===== config.mk =====
export PLATFORM = sky130hd
export DESIGN_NAME = mem_stage
export DESIGN_NICKNAME = d
export VERILOG_FILES = /design/src/rtl/rv32imc_types.sv /design/src/rtl/mem_stage_load_align.sv /design/src/rtl/mem_stage.sv
export SDC_FILE = /design/constraint.sdc
export NUM_CORES = 1
export LEC_CHECK = 0
export CORE_AREA = 3 3 232 234
export DETAILED_ROUTE_END_ITERATION = 16
export DIE_AREA = 0 0 235 237
export GPL_ROUTABILITY_DRIVEN = 0
export GPL_TIMING_DRIVEN = 0
export MAX_ROUTING_LAYER = met4
export PLACE_DENSITY = 0.6
export SYNTH_ARGS = -nofsm -noshare
export SYNTH_HDL_FRONTEND = slang
export SYNTH_SLANG_ARGS = --single-unit

===== constraint.sdc =====
create_clock -name clk -period 5.7 [get_ports clk]
set_input_delay 1.425 -clock clk [delete_from_list [all_inputs] [get_ports clk]]
set_output_delay 1.425 -clock clk [all_outputs]
set_load 0.01 [all_outputs]

===== src/rtl/rv32imc_types.sv =====
// rv32imc_types: shared pipeline register layouts, memory op encodings and memory-stage FSM states
package rv32imc_types;

    typedef enum logic [1:0] {MS_IDLE, MS_WAIT, MS_HOLD} mem_state_e;

    // op[1:0] is the access size (byte/half/word), op[2] unsigned load, op[3] store
    typedef enum logic [3:0] {
        MEM_LB  = 4'h0,
        MEM_LH  = 4'h1,
        MEM_LW  = 4'h2,
        MEM_LBU = 4'h4,
        MEM_LHU = 4'h5,
        MEM_SB  = 4'h8,
        MEM_SH  = 4'h9,
        MEM_SW  = 4'ha
    } mem_op_e;

    typedef struct packed {
        logic    mem_read;
        logic    mem_write;
        mem_op_e mem_op;
    } mem_ctrl_t;

    typedef struct packed {
        logic       regf_we;
        logic [1:0] wb_sel;
    } wb_ctrl_t;

    typedef struct packed {
        logic        valid;
        logic [31:0] pc;
        logic [31:0] insn;
        logic [31:0] mem_addr;
        logic [3:0]  mem_rmask;
        logic [3:0]  mem_wmask;
        logic [31:0] mem_rdata;
        logic [31:0] mem_wdata;
    } rvfi_t;

    typedef struct packed {
        logic [31:0] alu_out;
        logic [31:0] rs2_rdata;
        logic [4:0]  rd_addr;
        mem_ctrl_t   mem_ctrl;
        wb_ctrl_t    wb_ctrl;
        rvfi_t       rvfi;
    } ex_stage_t;

    typedef struct packed {
        logic [31:0] alu_out;
        logic [31:0] mem_rdata;
        logic [4:0]  rd_addr;
        wb_ctrl_t    wb_ctrl;
        rvfi_t       rvfi;
    } mem_stage_t;

    function automatic logic [3:0] byte_mask(logic [1:0] size, logic [1:0] a);
        return size[1] ? 4'b1111 : size[0] ? 4'b0011 << {a[1], 1'b0} : 4'b0001 << a;
    endfunction

    function automatic logic is_misaligned(logic [1:0] size, logic [1:0] a);
        return size[1] ? |a : size[0] & a[0];
    endfunction

endpackage


===== src/rtl/mem_stage_load_align.sv =====
// load_align: shifts the addressed lanes of a load word down and sign/zero-extends by size
module load_align
    import rv32imc_types::*;
(
    input  mem_op_e     op,
    input  logic [1:0]  addr,
    input  logic [31:0] rdata,
    output logic [31:0] data
);

    logic [31:0] r;

    assign r = rdata >> {addr, 3'b000};

    always_comb begin
        data = op[3] ? 32'h0
             : op[1] ? r
             : op[0] ? {{16{r[15] & ~op[2]}}, r[15:0]}
             : {{24{r[7] & ~op[2]}}, r[7:0]};
    end

endmodule


===== src/rtl/mem_stage.sv =====
// mem_stage: issues one data-memory access per EX/MEM instruction and builds the MEM/WB register
module mem_stage
    import rv32imc_types::*;
(
    input  logic        clk,
    input  logic        rst,
    input  logic        mem_reg_we,
    input  ex_stage_t   ex_stage_reg,
    output mem_stage_t  mem_stage_reg,
    output logic [31:0] dmem_addr,
    output logic [3:0]  dmem_rmask,
    output logic [3:0]  dmem_wmask,
    output logic [31:0] dmem_wdata,
    input  logic [31:0] dmem_rdata,
    input  logic        dmem_resp,
    output logic        o_dmem_stall,
    output logic        o_misaligned
);

    mem_state_e  state;
    mem_stage_t  nxt;
    logic        issued, is_mem, access, issue, latch, rd_acc, wr_acc;
    logic [31:0] buffer, rdata_src, load_data;
    logic [3:0]  mask;

    assign is_mem       = ex_stage_reg.mem_ctrl.mem_read | ex_stage_reg.mem_ctrl.mem_write;
    assign o_misaligned = is_mem & is_misaligned(ex_stage_reg.mem_ctrl.mem_op[1:0], ex_stage_reg.alu_out[1:0]);
    assign access       = is_mem & ~o_misaligned;
    assign rd_acc       = access & ex_stage_reg.mem_ctrl.mem_read;
    assign wr_acc       = access & ex_stage_reg.mem_ctrl.mem_write;
    assign issue        = ~rst & access & ~issued & state == MS_IDLE;
    assign o_dmem_stall = issue | (~rst & state == MS_WAIT & ~dmem_resp);
    assign latch        = mem_reg_we & ~o_dmem_stall;
    assign mask         = byte_mask(ex_stage_reg.mem_ctrl.mem_op[1:0], ex_stage_reg.alu_out[1:0]);
    assign dmem_addr    = {ex_stage_reg.alu_out[31:2], 2'b00};
    assign dmem_wdata   = ex_stage_reg.rs2_rdata << {ex_stage_reg.alu_out[1:0], 3'b000};
    assign dmem_rmask   = issue & ex_stage_reg.mem_ctrl.mem_read ? mask : 4'b0000;
    assign dmem_wmask   = issue & ex_stage_reg.mem_ctrl.mem_write ? mask : 4'b0000;
    // a response captured while the pipeline was frozen is replayed from the buffer
    assign rdata_src    = state == MS_HOLD ? buffer : dmem_rdata;

    load_align u_load_align (
        .op    (ex_stage_reg.mem_ctrl.mem_op),
        .addr  (ex_stage_reg.alu_out[1:0]),
        .rdata (rdata_src),
        .data  (load_data)
    );

    always_comb begin
        nxt                 = '0;
        nxt.alu_out         = ex_stage_reg.alu_out;
        nxt.rd_addr         = ex_stage_reg.rd_addr;
        nxt.wb_ctrl         = ex_stage_reg.wb_ctrl;
        nxt.wb_ctrl.regf_we = ex_stage_reg.wb_ctrl.regf_we & ~o_misaligned;
        nxt.mem_rdata       = rd_acc ? load_data : 32'h0;
        nxt.rvfi            = ex_stage_reg.rvfi;
        nxt.rvfi.mem_addr   = access ? dmem_addr : 32'h0;
        nxt.rvfi.mem_rmask  = rd_acc ? mask : 4'b0000;
        nxt.rvfi.mem_wmask  = wr_acc ? mask : 4'b0000;
        nxt.rvfi.mem_rdata  = rd_acc ? rdata_src : 32'h0;
        nxt.rvfi.mem_wdata  = wr_acc ? dmem_wdata : 32'h0;
    end

    always_ff @(posedge clk) begin
        if (rst) begin
            state         <= MS_IDLE;
            issued        <= 1'b0;
            buffer        <= 32'h0;
            mem_stage_reg <= '0;
        end else begin
            issued <= issue ? 1'b1 : latch ? 1'b0 : issued;
            state  <= issue ? MS_WAIT
                    : state == MS_WAIT && dmem_resp ? (mem_reg_we ? MS_IDLE : MS_HOLD)
                    : state == MS_HOLD && mem_reg_we ? MS_IDLE
                    : state;
            if (state == MS_WAIT && dmem_resp && !mem_reg_we)
                buffer <= dmem_rdata;
            if (latch)
                mem_stage_reg <= nxt;
        end
    end

endmodule


==> run_results.csv <==
group,metric,value,unit
placement,hpwl,44.12,mm
clock_network,post_cts_buffers,0,
clock_network,clkTransAtPathRegs,0.06,ns
timing,slew_viol_final,0,
placement,io_buffers,487,
cells_and_area,drive_gt1_frac,0.08878,
floorplanning,die_x,235,µm
drt,drcViolationCount,0,
clock_network,h-tree-depth,1,
drt,viasPerCell,4.633,
setup_path,crit_buf_inv,4,
synthesis,postSynthAreaPerCell,8.189,µm²
clock_network,cts_tree,"built",
setup_path,crit_family,"buffers and inverters",
timing,setup_viol_count_final,0,
worst_hold_path,min_from,"mem_stage_reg[96]",
cells_and_area,multi_input_area,5286,µm²
global_routing,grt.total_usage,0.1935,
clock_network,cts_buffers,31,
setup_path,rr_endpoint,"mem_stage_reg[101]",
setup_path,critPathKind,"in2out",
floorplanning,coreArea,52240,µm²
setup_path,startpoint,"ex_stage_reg[215]",
drt,wl,55.51,mm
clock_network,cts_resized,2,
placement,placed_cells,2592,
cells_and_area,nets,2219,
synthesis,yosysSeqAreaShare,0.4737,
clock_network,cts_hold_buf,0,
synthesis,ys_ff_latch,274,
setup_path,cpPeakStageDelay,0.65,ns
synthesis,synth_edf_count,0,
synthesis,synth_area_leaders,"dfxtp_1 (47%), nand2_1 (13%), a21oi_1 (10%)",
timing,post-route-min-period,5.567,ns
timing,max_freq,0.1796,GHz
timing,tightest_slew,1.186,ns
setup_path,rrSetupSlack,2.38,ns
worst_hold_path,min_to,"mem_stage_reg[96]",
worst_hold_path,min_path_type,"reg2reg",
clock_network,clock_sinks,274,
floorplanning,io_pins,598,
floorplanning,rows,84,
power_and_ir_drop,p_per_area,272.1,nW/µm²
floorplanning,die_h,237,µm
placement,placed_area,17330,µm²
setup_path,worstPathCellList,"clkdlybuf4s50_1, buf_2, nor2b_1, clkbuf_2, nand2_1, o21ai_0, clkdlybuf4s50_1",
outcome,status,"finished, final reports clean",
drt,ant_nets,0,
timing,worst_slack,0.1328,ns
clock_network,cts-root-buf,"clkbuf_16",
timing,finalHoldViolCount,0,
floorplanning,initial_utilization,0.2217,
global_routing,grt_overflow_total,0,
setup_path,crit_path_start_kind,"input port",
setup_path,cp_data_arrival_time,4.14,ns
setup_path,critPathSlowestCell,"clkdlybuf4s50_1",
cells_and_area,final_util,0.3512,
timing,setup_tns,0,ns
global_routing,antenna_found_initial,5,
timing,slew-limit-headroom,0.2094,
cells_and_area,area.sequential,5485,µm²
setup_path,ff2ff_path_depth,8,
synthesis,netlist_instances,1414,
setup_path,cpMostUsedCell,"clkdlybuf4s50_1",
cells_and_area,finalInstanceArea,18340,µm²
synthesis,synth_top_area_cell,"dfxtp_1",
drt,drtIter0Drc,679,
synthesis,syn_area,11580,µm²
global_routing,grt_start_max_net_pins,16,
clock_network,clock_tree.buffer_depth,3,
cells_and_area,fillCellCount,5427,
synthesis,yosysTopAreaCellShare,0.4737,
worst_hold_path,hold_depth,2,
setup_path,end_kind,"primary output",
cells_and_area,largest_register_ffs,239,
synthesis,ys.flop_type,"dfxtp_1",
power_and_ir_drop,cellLeakagePower,0.006707,µW
global_routing,grt_pass1_wl,80.16,mm
clock_network,clock_latency,0.57,ns
setup_path,r2r-start,"state[0]",
cells_and_area,syn2layout_area_growth,58.43,%
timing,fin_crit_sh,0.9767,
floorplanning,dieArea,55700,µm²
global_routing,grt_pass1_vias,12114,
synthesis,ys_types,49,
power_and_ir_drop,ir_drop,0.2473,mV
drt,drt_pass1_iterations,5,
timing,finalClockSkew,0.01471,ns
setup_path,cp_max_fo,10,
run,max_cap_violations,0,
drt,vias,12292,
setup_path,worstSetupPathDepth,7,
setup_path,cp.required,4.28,ns
synthesis,async_reset_ff_frac,0,
cells_and_area,finalNonFillerCells,2653,
placement,place_worst_setup_slack,-0.1591,ns
timing,rsz0062_at_grt,"no",
drt,wl_per_cell,20.92,µm
synthesis,yosysWarnings,0,
==> layer usage <==
| layer | vias up | part of all wire | track usage |
|---|---|---|---|
| met3 | 66 | 0.069 | 0.03459 |
| met2 | 484 | 0.48 | 0.3204 |
| met4 | 0 | 0.017 | 0.04099 |
| met1 | 5922 | 0.43 | 0.2478 |
| li1 | 5820 | - | - |
| met5 | - | 0 | - |
==> how the worst max path moves through the flow <==
stage / slack (ns) / end
2_1_floorplan: 1.71 / dmem_wmask[0]
3_3_place_gp: -0.14 / dmem_wdata[23]
3_5_place_dp: -0.16 / dmem_wdata[23]
4_1_cts: 0.06 / dmem_rmask[0]
5_1_grt: 0.04 / dmem_wdata[16]
6_report: 0.13 / dmem_wdata[16]
==> Yosys cell counts (2+ instances only) <==
library cell,number
nand3_1,79
buf_6,2
nor2_1,14
nand3b_1,2
o21ai_0,25
or2_2,2
or3_1,25
nand2_1,403
a221o_1,16
clkbuf_1,69
mux2_2,25
o2bb2ai_1,9
buf_4,45
and2_1,17
a221oi_1,4
buf_1,10
nor2b_1,7
a22o_1,3
nor3_1,18
nand2b_1,4
inv_1,7
a21oi_1,242
mux2i_1,48
a211o_1,4
a22oi_1,4
mux4_2,8
buf_2,27
dfxtp_1,274
==> tightest hold or removal path, stage by stage (launching register included) <==
cell	delay [ns]
dfxtp_1	0.31
nand2_1	0.05
a21oi_1	0.05
==> through the flow <==
step | hold slack [ns] | total power (µW)
floorplan | 0.4338 | 2492
detailed placement | 0.4439 | 3059
CTS | 0.4523 | 5053
global route | 0.4668 | 5192
finish | 0.4482 | 4992
global placement | 0.4384 | 3050
==> kinds of logic after synthesis <==
group	synth area share
multiplexers	0.08234
AND/OR/NAND/NOR	0.2155
AO/OA/AOI/OAI	0.1574
buffers and inverters	0.07067
flip-flops	0.4737
other	0.0003239
==> layout by cell type, fill, tap and decap left out, drive strengths merged, types with 17 or more instances in the layout <==
cell type,synthesis,final
mux2i,48,48
clkdlybuf4s50,0,487
buf,84,83
or3,25,25
and2,17,17
nand2,403,403
clkbuf,69,114
dfxtp,274,274
mux2,26,26
o21ai,27,27
a21oi,243,243
nand3,79,79
nor3,19,19
==> where the power goes <==
group,total [µW],internal [µW],switching [µW]
combinational,969,443,526
sequential,2050,2000,47.9
clock,1970,1150,828
total,4990,3590,1400
==> layout make-up <==
type | count | share of cell area
Sequential cell | 274 | 0.2990
Clock inverter | 12 | 0.005252
Inverter | 7 | 0.001432
Clock buffer | 45 | 0.04952
Antenna cell | 5 | 0.0006821
Multi-Input combinational cell | 983 | 0.2882
Buffer | 152 | 0.04324
Tap cell | 688 | 0.04693
Timing Repair Buffer | 487 | 0.2657
(Power assumes the default switching activity.)
